`src/rtl/tinyqv_timer_pkg.sv`:
```
// Shared constants for the TinyQV multi-slot timer scheduler: register map and
// comparator window width.
package tinyqv_timer_pkg;

    localparam logic [2:0] ADDR_CMP0    = 3'd0;
    localparam logic [2:0] ADDR_CMP1    = 3'd1;
    localparam logic [2:0] ADDR_CMP2    = 3'd2;
    localparam logic [2:0] ADDR_CMP3    = 3'd3;
    localparam logic [2:0] ADDR_ENABLE  = 3'd4;
    localparam logic [2:0] ADDR_ONESHOT = 3'd5;
    localparam logic [2:0] ADDR_PENDING = 3'd6;
    localparam logic [2:0] ADDR_IRQ_EN  = 3'd7;

    localparam int unsigned MAX_SLOTS   = 4;
    // Top bits of (mtime - cmp) that must be zero for a hit.
    localparam int unsigned WINDOW_BITS = 2;

endpackage

```
`src/rtl/tinyqv_timer_cmp.sv`:
```
// Wrap-aware compare: hits when mtime is at or past cmp by less than 2^30 ticks.
module tinyqv_timer_cmp
    import tinyqv_timer_pkg::*;
(
    input  logic [31:0] mtime,
    input  logic [31:0] cmp,
    input  logic        en,
    output logic        hit
);

    logic [31:0] diff;

    always_comb begin
        diff = mtime - cmp;
        hit  = en && (diff[31 -: WINDOW_BITS] == '0);
    end

endmodule

```
`src/rtl/tinyqv_timer_sched.sv`:
```
// Multi-slot timer scheduler: one shared comparator scans a compare slot per clock,
// latching pending flags that drive a single level interrupt.
module tinyqv_timer_sched
    import tinyqv_timer_pkg::*;
#(
    parameter int unsigned NUM_SLOTS = 4
) (
    input  logic                 clk,
    input  logic                 rstn,
    input  logic [31:0]          mtime,
    input  logic                 wr_en,
    input  logic [2:0]           rd_addr,
    input  logic [2:0]           wr_addr,
    input  logic [31:0]          data_in,
    output logic [31:0]          data_out,
    output logic [NUM_SLOTS-1:0] pending,
    output logic                 timer_irq
);

    localparam logic [1:0] LAST_IDX = 2'(NUM_SLOTS - 1);

    logic [31:0]          cmp_q [NUM_SLOTS];
    logic [NUM_SLOTS-1:0] enable_q;
    logic [NUM_SLOTS-1:0] oneshot_q;
    logic [NUM_SLOTS-1:0] pend_q;
    logic [NUM_SLOTS-1:0] irq_en_q;
    logic [1:0]           idx_q;

    logic [31:0]          cmp_sel;
    logic                 en_sel;
    logic                 hit;
    logic [NUM_SLOTS-1:0] enable_d;
    logic [NUM_SLOTS-1:0] pend_d;

    always_comb begin
        cmp_sel = '0;
        en_sel  = 1'b0;
        for (int unsigned i = 0; i < NUM_SLOTS; i++) begin
            if (idx_q == 2'(i)) begin
                cmp_sel = cmp_q[i];
                en_sel  = enable_q[i];
            end
        end
    end

    tinyqv_timer_cmp u_cmp (
        .mtime (mtime),
        .cmp   (cmp_sel),
        .en    (en_sel),
        .hit   (hit)
    );

    // Priority per slot: CMP write > W1C clear > hit; ENABLE write > oneshot auto-disable.
    always_comb begin
        pend_d   = pend_q;
        enable_d = enable_q;
        for (int unsigned i = 0; i < NUM_SLOTS; i++) begin
            if (hit && idx_q == 2'(i)) begin
                pend_d[i] = 1'b1;
                if (oneshot_q[i]) begin
                    enable_d[i] = 1'b0;
                end
            end
        end
        if (wr_en && wr_addr == ADDR_PENDING) begin
            pend_d = pend_d & ~data_in[NUM_SLOTS-1:0];
        end
        for (int unsigned i = 0; i < NUM_SLOTS; i++) begin
            if (wr_en && wr_addr == 3'(i)) begin
                pend_d[i] = 1'b0;
            end
        end
        if (wr_en && wr_addr == ADDR_ENABLE) begin
            enable_d = data_in[NUM_SLOTS-1:0];
        end
    end

    always_ff @(posedge clk) begin
        if (!rstn) begin
            idx_q     <= '0;
            enable_q  <= '0;
            oneshot_q <= '0;
            pend_q    <= '0;
            irq_en_q  <= '0;
            for (int unsigned i = 0; i < NUM_SLOTS; i++) begin
                cmp_q[i] <= '0;
            end
        end else begin
            idx_q    <= (idx_q == LAST_IDX) ? 2'd0 : idx_q + 2'd1;
            enable_q <= enable_d;
            pend_q   <= pend_d;
            for (int unsigned i = 0; i < NUM_SLOTS; i++) begin
                if (wr_en && wr_addr == 3'(i)) begin
                    cmp_q[i] <= data_in;
                end
            end
            if (wr_en && wr_addr == ADDR_ONESHOT) begin
                oneshot_q <= data_in[NUM_SLOTS-1:0];
            end
            if (wr_en && wr_addr == ADDR_IRQ_EN) begin
                irq_en_q <= data_in[NUM_SLOTS-1:0];
            end
        end
    end

    always_comb begin
        data_out = '0;
        case (rd_addr)
            ADDR_ENABLE:  data_out[NUM_SLOTS-1:0] = enable_q;
            ADDR_ONESHOT: data_out[NUM_SLOTS-1:0] = oneshot_q;
            ADDR_PENDING: data_out[NUM_SLOTS-1:0] = pend_q;
            ADDR_IRQ_EN:  data_out[NUM_SLOTS-1:0] = irq_en_q;
            default: begin
                for (int unsigned i = 0; i < NUM_SLOTS; i++) begin
                    if (rd_addr == 3'(i)) begin
                        data_out = cmp_q[i];
                    end
                end
            end
        endcase
    end

    assign pending   = pend_q;
    assign timer_irq = |(pend_q & irq_en_q);

endmodule
```
`config.mk`:
```
export PLATFORM = sky130hd
export DESIGN_NAME = tinyqv_timer_sched
export DESIGN_NICKNAME = d
export VERILOG_FILES = /design/src/rtl/tinyqv_timer_pkg.sv /design/src/rtl/tinyqv_timer_cmp.sv /design/src/rtl/tinyqv_timer_sched.sv
export SDC_FILE = /design/constraint.sdc
export NUM_CORES = 1
export LEC_CHECK = 0
export CORE_UTILIZATION = 36
export DETAILED_ROUTE_END_ITERATION = 8
export DONT_BUFFER_PORTS = 1
export SLEW_MARGIN = 30
export SYNTH_ARGS = -nofsm -noshare
export SYNTH_HDL_FRONTEND = slang
export SYNTH_SLANG_ARGS = --single-unit
```
`constraint.sdc`:
```
create_clock -name clk -period 4.4 [get_ports clk]
set_clock_uncertainty 0.1 [all_clocks]
set_input_delay 0.88 -clock clk [delete_from_list [all_inputs] [get_ports clk]]
set_output_delay 0.88 -clock clk [all_outputs]
set_load 0.01 [all_outputs]
```
==> results of run 1 <==
==> state kept, by name (all words and copies together), names as in the netlist <==
name,count
cmp_q,128
enable_q,4
irq_en_q,4
oneshot_q,4
pending,4
idx_q,2
==> worst max-delay path, cell delays in order, from the launching register on <==
cell and delay, ns:
dfxtp_1 0.38, inv_1 0.09, ha_1 0.36, nor2b_2 0.23
buf_4 0.17, a221o_1 0.33, o21ai_0 0.08, nor2_1 0.06
a21oi_1 0.15, ha_1 0.26, a21oi_1 0.12, o21ai_0 0.11
a211oi_1 0.27, o31ai_1 0.20, nor3_2 0.41, mux2_2 0.40
o21a_1 0.17
==> metal layers <==
layer,up-vias,routed length (µm),part of all wire (%)
li1,2645,-,-
met2,177,11800,51
met5,-,0,0
met3,34,1400,6.1
met1,2825,9360,41
met4,0,493,2.1
==> cell usage in the layout (no fill, tap or decap), types with 4 or more instances in the layout <==
cell type  count
a21oi_1       72
a21o_1         5
nor2_1        60
dfxtp_1       18
and2_1       128
inv_1          8
nand2_1       14
nor3_1         9
o21ai_0       22
a221o_1       18
edfxtp_1     128
mux4_2        36
mux2i_1        9
buf_4         15
nand2b_1       5
mux2_2         7
and3_1        14
o21a_1         4
ha_1          32
nor2b_1       31
nand3_1        6
o22ai_1        4
bufinv_16      5
clkbuf_16     17
==> area by class of cell <==
class / count / area (µm²)
multi-input combinational: 517 / 4030
inverter: 9 / 33.8
timing repair buffer: 17 / 153
clock inverter: 11 / 186
sequential: 146 / 4200
fill: 2114 / 13300
tap: 285 / 357
clock buffer: 19 / 433
==> metrics by stage <==
step                      instances  total power [µW]
after floorplan                 720              2240
after detailed placement        974              2430
after CTS                      1004              3970
after global placement          974              2420
final                          1004              3960
after global routing           1004              4130
==> power by group through the flow <==
stage | combinational, µW | clock [µW] | sequential [µW]
CTS | 755 | 1560 | 1650
finish | 750 | 1560 | 1650
global placement | 738 | 0 | 1680
global route | 836 | 1630 | 1660
floorplan | 577 | 0 | 1660
detailed placement | 749 | 0 | 1680
==> logic make-up after synthesis <==
| family | after synthesis | share of synthesized area, % |
|---|---|---|
| and+or+nand+nor | 282 | 18.6 |
| buffers and inverters | 57 | 2.79 |
| AOI/OAI and AO/OA | 146 | 11.1 |
| xor gates and xnor gates | 2 | 0.373 |
| muxes | 53 | 11.9 |
| DFF | 146 | 50.1 |
| adders and majority gates | 34 | 5.07 |
==> worst min path at each step <==
stage | from | end | slack, ns
after CTS | idx_q[0]$_SDFF_PP0_ | idx_q[0]$_SDFF_PP0_ | 0.40
after floorplan | enable_q[2]$_SDFFE_PN0P_ | enable_q[2]$_SDFFE_PN0P_ | 0.36
after detailed placement | idx_q[0]$_SDFF_PP0_ | idx_q[0]$_SDFF_PP0_ | 0.39
after global routing | idx_q[0]$_SDFF_PP0_ | idx_q[0]$_SDFF_PP0_ | 0.43
final | idx_q[0]$_SDFF_PP0_ | idx_q[0]$_SDFF_PP0_ | 0.40
after global placement | idx_q[0]$_SDFF_PP0_ | idx_q[0]$_SDFF_PP0_ | 0.38
==> results.txt, run 1 <==
Routed WL: 23100 µm
# diodes: 0
Status: completed
Headroom to the max-slew limit: 41.0%
Vias in the first global route: 5836
GR peak layer: met2
Final GP Congestion: 0.777
Layout net count: 815
Top cells by count, synth: and2_1 (128), edfxtp_1 (128), a21oi_1 (72), nor2_1 (63), mux4_2 (36)
Synth top area cells: edfxtp_1 (46%), mux4_2 (9.7%), and2_1 (9.6%)
Met3 Usage GRT: 5.18%
Hold_ws: 0.405 ns
FF-to-FF path depth: 16
Worst Hold Class: register to register
Synth Instances: 720
Reg power frac: 41.7%
Combinational share of power: 18.9%
Clock Tree Buf Depth: 2
Yosys top cell area share: 45.9%
M1 GR Usage: 23.5%
Worst flop-to-flop path startpoint: idx_q[0]$_SDFF_PP0_
Global-route met2 utilization: 35.1%
Crit path launch: idx_q[0]$_SDFF_PP0_
Grt ovf: 0
CP Capture Type: register
RSZ-0062 raised after global routing: false
FF-to-FF setup slack: 0.40 ns
Placed inst area: 0.00877 mm²
Core area: 0.0227 mm²
Max cap viols: 0
Sw Ratio: 26.1%
Routed length per instance: 23.0 µm
Die Area: 0.0239 mm²
Worst-Margin Slew: 0.883 ns
Via/cell ratio: 5.66
Sw Pwr: 1030 µW
Minimum clock period after layout: 4.00 ns
Fmax: 250 MHz
Clk slew on worst S/H paths: 0.06 ns
Syn_area_per_cell: 11.6 µm²
# resized after CTS: 0
Synthesized net count: 827
Synthesized cell area: 0.00838 mm²
Die width: 155 µm
Largest net degree at the start of global routing: 41
Yosys cell types: 47
Initial Utilization: 36.9%
Port Buffers: 0
Fin. Hold Viols: 0
Layout cell share with drive strength beyond 1: 14.9%
Primary FF master, synth: edfxtp_1
Final setup fails: 0
Post-Place Worst Slack: 0.423 ns
Worst VDD drop: 0.000287 V
1st-pass router iterations: 4
Hold Crit Depth: 1
Leakage: 0.00344 µW
Yosys reg bits: 146
Global Route Usage Sum: 20.0%
Root Buffer: clkbuf_16
Critical Path AT: 4.21 ns
Area growth from synthesis to layout: 12.0%
HPWL Detailed: 14700 µm
CP required: 4.62 ns
Slew Viols, Final: 0
Ports: 110
Pint: 2930 µW
CTS buffer count: 17
R2r endpoint: pending[0]$_SDFF_PP0_
Pwr/cell area: 421 mW/mm²
Post-route DRC: 0
Syn. warnings: 0
Drt first-iter violations: 332
EDFF count, synth: 128
Fin Setup TNS: 0 ns
Asr flop ratio synth: 0%
Final core utilization: 41.4%
Worst skew pair latency: 0.43 ns
Clock sinks: 146
Post-synthesis sequential area ratio: 50.1%
Startpoint Class: register
CP Class: register to register
Die Ht: 155 µm
Setup Buffers After CTS: 0
Final instance area: 0.00939 mm²
Final worst-path cycle share: 90.9%
First-pass GRT wire length: 35300 µm
Max FO, Critical Path: 11
Crit path to: pending[0]$_SDFF_PP0_
Routed Antenna Nets: 0
Max H-tree Level: 4
Rows: 55
Area leader, netlist: edfxtp_1
Clk network pwr share: 39.4%
Hold buffers post-CTS: 0
Via count: 5681
Final setup margin: 0.402 ns
Initial antenna violation count: 0
CTS tree: yes
Note: power is estimated with default switching activity, not from simulation.
==> run 2: changes to the inputs <==
==> constraint.sdc (replaced) <==
create_clock -name clk -period 5.2 [get_ports clk]
set_clock_uncertainty 0.1 [all_clocks]
set_input_delay 1.04 -clock clk [delete_from_list [all_inputs] [get_ports clk]]
set_output_delay 1.04 -clock clk [all_outputs]
set_load 0.01 [all_outputs]
==> results.txt, run 2 (synthesis gave the netlist of run 1 again) <==
Status: completed
Worst flop-to-flop path startpoint: idx_q[0]$_SDFF_PP0_
Area growth from synthesis to layout: 11.7%
Rows: 55 (unchanged)
Worst skew pair latency: 0.42 ns (about the same)
# diodes: 0 (unchanged)
Minimum clock period after layout: 4.25 ns (+0.257 ns)
Drt first-iter violations: 436 (+31%)
Critical Path AT: 4.47 ns (+0.26 ns)
R2r endpoint: pending[1]$_SDFF_PP0_
Startpoint Class: register
Initial Utilization: 36.9% (unchanged)
Worst-Margin Slew: 0.917 ns (+0.0342 ns)
CP required: 5.41 ns (+0.79 ns)
Die Area: 0.0239 mm² (unchanged)
Worst VDD drop: 0.000201 V (-30%)
Leakage: 0.00343 µW (-0.45%)
Fin. Hold Viols: 0 (unchanged)
First-pass GRT wire length: 35100 µm (-0.51%)
FF-to-FF setup slack: 0.95 ns (+0.54 ns)
Largest net degree at the start of global routing: 47 (+15%)
# resized after CTS: 0 (unchanged)
Die Ht: 155 µm (unchanged)
Multi-input logic area: 0.00403 mm² (+0.12%)
Commonest non-fill, non-tap cells in the layout: and2_1 (128), edfxtp_1 (128), a21oi_1 (72), nor2_1 (60), mux4_2 (36)
Ports: 110 (unchanged)
Setup Buffers After CTS: 0 (unchanged)
CTS tree: yes
Fmax: 235 MHz (-6.0%)
Clock sinks: 146 (unchanged)
FF/Latch Area: 0.00420 mm² (unchanged)
Routed WL: 23200 µm (+0.32%)
Max H-tree Level: 4 (unchanged)
Initial antenna violation count: 0 (unchanged)
Hold buffers post-CTS: 0 (unchanged)
FILL cells: 2142 (+1.3%)
Core area: 0.0227 mm² (unchanged)
Via count: 5626 (-0.97%)
Clk slew on worst S/H paths: 0.06 ns (about the same)
Port Buffers: 0 (unchanged)
CP Capture Type: register
Clock Tree Buf Depth: 2 (unchanged)
Die width: 155 µm (unchanged)
Layout cell share with drive strength beyond 1: 14.9% (+0.042 points)
Max FFs per register: 128 (unchanged)
1st-pass router iterations: 6 (+2)
Pwr/cell area: 353 mW/mm² (-16%)
Final setup fails: 0 (unchanged)
Global Route Usage Sum: 20.0% (about the same)
Headroom to the max-slew limit: 38.9% (-2.1 points)
Final GP Congestion: 0.793 (+2.1%)
Root Buffer: clkbuf_16
Grt ovf: 0 (unchanged)
CP Class: register to register
RSZ-0062 raised after global routing: false
Crit path to: pending[1]$_SDFF_PP0_
Reg with most FFs: cmp_q
Vias in the first global route: 5874 (+0.65%)
Max cap viols: 0 (unchanged)
Post-route DRC: 0 (unchanged)
Routed Antenna Nets: 0 (unchanged)
Slew Viols, Final: 0 (unchanged)
Via/cell ratio: 5.61 (-0.77%)
Worst Hold Class: register to register
HPWL Detailed: 14700 µm (about the same)
Fin Setup TNS: 0 ns (unchanged)
Layout net count: 811 (-0.49%)
Crit path launch: idx_q[0]$_SDFF_PP0_
CTS buffer count: 17 (unchanged)
FF-to-FF path depth: 16 (unchanged)
Max FO, Critical Path: 14 (+3)
Final core utilization: 41.2% (-0.14 points)
Final worst-path cycle share: 81.8% (-9.0 points)
Routed length per instance: 23.1 µm (+0.52%)
-- run 2: cell types whose count changed in the layout (fill, tap and decap cells not counted) --
cell and delta:
nor2_2 -1, buf_16 +1, buf_12 -2, clkinv_2 +2
nor2_4 +1, buf_4 -3, clkinv_1 -2, clkinv_4 +3
bufinv_16 -1
-- run 2: worst min path at each step --
stage                        startpoint                        to  slack [ns]  cells after the start
6_report            idx_q[0]$_SDFF_PP0_       idx_q[0]$_SDFF_PP0_        0.40                      1
5_1_grt        enable_q[1]$_SDFFE_PN0P_  enable_q[1]$_SDFFE_PN0P_        0.44                      2
2_1_floorplan  enable_q[2]$_SDFFE_PN0P_  enable_q[2]$_SDFFE_PN0P_        0.36                      2
4_1_cts        enable_q[1]$_SDFFE_PN0P_  enable_q[1]$_SDFFE_PN0P_        0.41                      2
3_5_place_dp   enable_q[1]$_SDFFE_PN0P_  enable_q[1]$_SDFFE_PN0P_        0.40                      2
3_3_place_gp        idx_q[0]$_SDFF_PP0_       idx_q[0]$_SDFF_PP0_        0.37                      1
-- run 2: area by class of cell --
type | count | area share [%]
flip-flops and latches | 146 | 44.9
well taps | 285 | 3.81
inverters | 9 | 0.361
multi-input cells | 517 | 43.1
repair buffers | 13 | 1.26
clock inverters | 13 | 1.98
clock buffers | 19 | 4.63
-- run 2: metal layers --
metal | GRT usage (%) | up-vias | share of wire (%)
li1 | - | 2638 | -
met1 | 22.9 | 2776 | 40
met2 | 34.8 | 179 | 51
met3 | 6.16 | 33 | 7.0
met4 | 7.59 | 0 | 2.4
met5 | 0 | - | 0
-- run 2: power by group --
group / internal [µW] / leakage (µW) / switching [µW] / total [µW]
clock network: 804 / 0.000297 / 482 / 1290
logic: 273 / 0.00175 / 352 / 625
registers: 1350 / 0.00138 / 43.6 / 1400
total: 2430 / 0.00343 / 878 / 3310
-- run 2: critical path: stages (launching register included) --
cell      delay (ns)
dfxtp_1         0.39
ha_1            0.45
inv_1           0.38
and3_1          0.26
a21oi_1         0.11
nor2_1          0.05
a21oi_1         0.11
nor2_1          0.05
a21oi_1         0.15
ha_1            0.29
a211oi_1        0.26
o211ai_1        0.12
a211oi_1        0.29
o31ai_1         0.17
nor3_2          0.41
mux2_2          0.41
o21a_1          0.17
-- run 2: through the flow --
stage	total power, µW	area (µm²)	instances	hold WS, ns	setup WS [ns]
detailed placement	2050	8710	969	0.401	0.902
finish	3310	9360	1002	0.405	0.945
global placement	2040	8710	969	0.375	1.01
CTS	3320	9330	1001	0.412	0.862
floorplan	1900	8380	720	0.356	0.927
global route	3450	9360	1002	0.444	0.558
==> run 3: changes to the inputs <==
==> constraint.sdc (replaced) <==
create_clock -name clk -period 3.6 [get_ports clk]
set_clock_uncertainty 0.1 [all_clocks]
set_input_delay 0.72 -clock clk [delete_from_list [all_inputs] [get_ports clk]]
set_output_delay 0.72 -clock clk [all_outputs]
set_load 0.01 [all_outputs]
==> results.txt, run 3 (synthesis gave the netlist of run 1 again) <==
Status: completed
CP Capture Type: register
Minimum clock period after layout: 3.46 ns (-0.793 ns)
FF-to-FF setup slack: 0.14 ns (-0.81 ns)
HPWL Detailed: 15600 µm (+6.5%)
CP required: 3.85 ns (-1.56 ns)
Port Buffers: 0 (unchanged)
Max cap viols: 0 (unchanged)
Critical-path top delay cell: dfxtp_4
Post-route DRC: 0 (unchanged)
Worst Hold Class: primary input to register
R2r endpoint: enable_q[3]$_SDFFE_PN0P_
Combinational share of power: 23.1% (+4.2 points)
Hold Crit Start: data_in[1]
Sw Pwr: 1320 µW (+50%)
Max incr delay on CP: 0.37 ns (-0.08 ns)
Placed inst area: 0.00903 mm² (+3.6%)
Global Route Usage Sum: 19.9% (-0.087 points)
Multi-input logic area: 0.00420 mm² (+4.2%)
Layout net count: 850 (+4.8%)
Initial Utilization: 36.9% (unchanged)
Via/cell ratio: 5.46 (-2.7%)
Rows: 55 (unchanged)
Critical Path AT: 3.71 ns (-0.76 ns)
Area growth from synthesis to layout: 17.2%
Hold Crit Depth: 2 (+1)
Reg with most FFs: cmp_q
Headroom to the max-slew limit: 48.8% (+9.9 points)
Hold EP: oneshot_q[1]$_SDFFE_PN0P_
FILL cells: 2142 (unchanged)
Clock Tree Buf Depth: 2 (unchanged)
Commonest non-fill, non-tap cells in the layout: and2_1 (128), edfxtp_1 (128), nor2_1 (60), a21oi_1 (57), buf_4 (43)
FF-to-FF path depth: 18 (+2)
Worst flop-to-flop path startpoint: idx_q[0]$_SDFF_PP0_
First-pass GRT wire length: 35100 µm (about the same)
Die Area: 0.0239 mm² (unchanged)
CP Buf/Inv Count: 5 (+4)
CTS tree: yes
Ports: 110 (unchanged)
Reg power frac: 42.0% (-0.2 points)
Core area: 0.0227 mm² (unchanged)
Final instance area: 0.00982 mm² (+5.0%)
Fin. Hold Viols: 0 (unchanged)
RSZ-0062 raised after global routing: true
Post-Place Worst Slack: -0.193 ns (-1.09 ns)
1st-pass router iterations: 5 (-1)
CP Class: register to register
CTS buffer count: 17 (unchanged)
Slew Viols, Final: 0 (unchanged)
Fmax: 289 MHz (+23%)
Final setup fails: 0 (unchanged)
Sw Ratio: 27.4% (+0.87 points)
Routed length per instance: 22.1 µm (-4.4%)
Max H-tree Level: 4 (unchanged)
Layout cell share with drive strength beyond 1: 22.8% (+7.9 points)
Die width: 155 µm (unchanged)
Max FO, Critical Path: 5 (-9)
Pint: 3490 µW (+44%)
Cell mode on critical path: buf_4
Clock sinks: 146 (unchanged)
Stages on worst setup path: 18 (+2)
Final setup margin: 0.139 ns (-0.807 ns)
FF/Latch Area: 0.00421 mm² (+0.12%)
Die Ht: 155 µm (unchanged)
Clk slew on worst S/H paths: 0.06 ns (about the same)
Clk network pwr share: 34.9% (-4.0 points)
Final GP Congestion: 0.856 (+8.0%)
Worst-Margin Slew: 0.765 ns (-0.152 ns)
Grt ovf: 0 (unchanged)
Via count: 5680 (+0.96%)
Largest delay share family, worst path: compound AO/OA/AOI/OAI gates
Vias in the first global route: 5874 (unchanged)
Root Buffer: clkbuf_16
Largest net degree at the start of global routing: 37 (-21%)
Leakage: 0.00365 µW (+6.4%)
Max FFs per register: 128 (unchanged)
Worst VDD drop: 0.000400 V (+99%)
Worst path cell trace: inv_2, buf_4, ha_4, buf_4, buf_4, a221o_1, o21ai_1, nor2_1, a21oi_1, ha_1, nand2_1, o21ai_1, a211oi_2, o31ai_4, nor3_2, buf_4, mux2_4, a211oi_2
Routed WL: 23000 µm (-0.80%)
Startpoint Class: register
Final worst-path cycle share: 96.2% (+14 points)
Pwr/cell area: 490 mW/mm² (+39%)
Routed Antenna Nets: 0 (unchanged)
Worst skew pair latency: 0.43 ns (about the same)
Drt first-iter violations: 433 (-0.69%)
Initial antenna violation count: 0 (unchanged)
# diodes: 0 (unchanged)
run 3: cell type report:
| cell class | instances | share of cell area (%) |
|---|---|---|
| clock inverter | 12 | 1.18 |
| clock buffer | 19 | 4.41 |
| timing repair buffer | 52 | 4.85 |
| tap | 285 | 3.63 |
| inverter | 9 | 0.344 |
| multi-input combinational | 517 | 42.7 |
| sequential | 146 | 42.8 |
run 3: timing repair:
action,CTS,global route
setup buffers,0,6
gates resized for setup,14,37
hold buffers,0,0
setup endpoints to repair,8,8
hold endpoints to repair,0,0
pin swaps,2,13
cloned,0,0
run 3: worst max-delay path by stage:
| stage | endpoint | startpoint | slack (ns) |
|---|---|---|---|
| global placement | pending[0]$_SDFF_PP0_ | idx_q[1]$_SDFF_PP0_ | -0.15 |
| finish | enable_q[3]$_SDFFE_PN0P_ | idx_q[0]$_SDFF_PP0_ | 0.14 |
| global route | enable_q[3]$_SDFFE_PN0P_ | idx_q[0]$_SDFF_PP0_ | -0.06 |
| floorplan | cmp_q[3][0]$_SDFFCE_PN0P_ | wr_addr[2] | -0.24 |
| detailed placement | pending[1]$_SDFF_PP0_ | idx_q[0]$_SDFF_PP0_ | -0.19 |
| CTS | pending[1]$_SDFF_PP0_ | idx_q[1]$_SDFF_PP0_ | 0.006 |
run 3: per-stage QoR:
| step | setup TNS [ns] | total power [µW] | instances | utilization, % | hold slack [ns] |
|---|---|---|---|---|---|
| 6_report | 0 | 4810 | 1040 | 43.3 | 0.346 |
| 3_3_place_gp | -0.871 | 3040 | 1004 | 39.8 | 0.406 |
| 3_5_place_dp | -1.15 | 3050 | 1004 | 39.8 | 0.404 |
| 4_1_cts | 0 | 4750 | 1035 | 42.4 | 0.328 |
| 2_1_floorplan | -23.06 | 2740 | 720 | - | 0.356 |
| 5_1_grt | -0.206 | 5040 | 1040 | 43.3 | 0.327 |
run 3: power groups by stage:
stage / combinational [µW] / sequential [µW] / clock, µW
global route: 1230 / 2030 / 1770
floorplan: 706 / 2030 / 0
finish: 1110 / 2020 / 1680
detailed placement: 1000 / 2050 / 0
CTS: 1030 / 2020 / 1700
global placement: 992 / 2050 / 0
run 3: layer usage:
| layer | up-vias | global-route usage (%) | wire [µm] |
|---|---|---|---|
| met5 | - | 0 | 0 |
| met4 | 0 | 6.18 | 340 |
| met3 | 15 | 5.74 | 1480 |
| met2 | 139 | 34.8 | 11600 |
| met1 | 2817 | 23.5 | 9520 |
| li1 | 2709 | - | - |
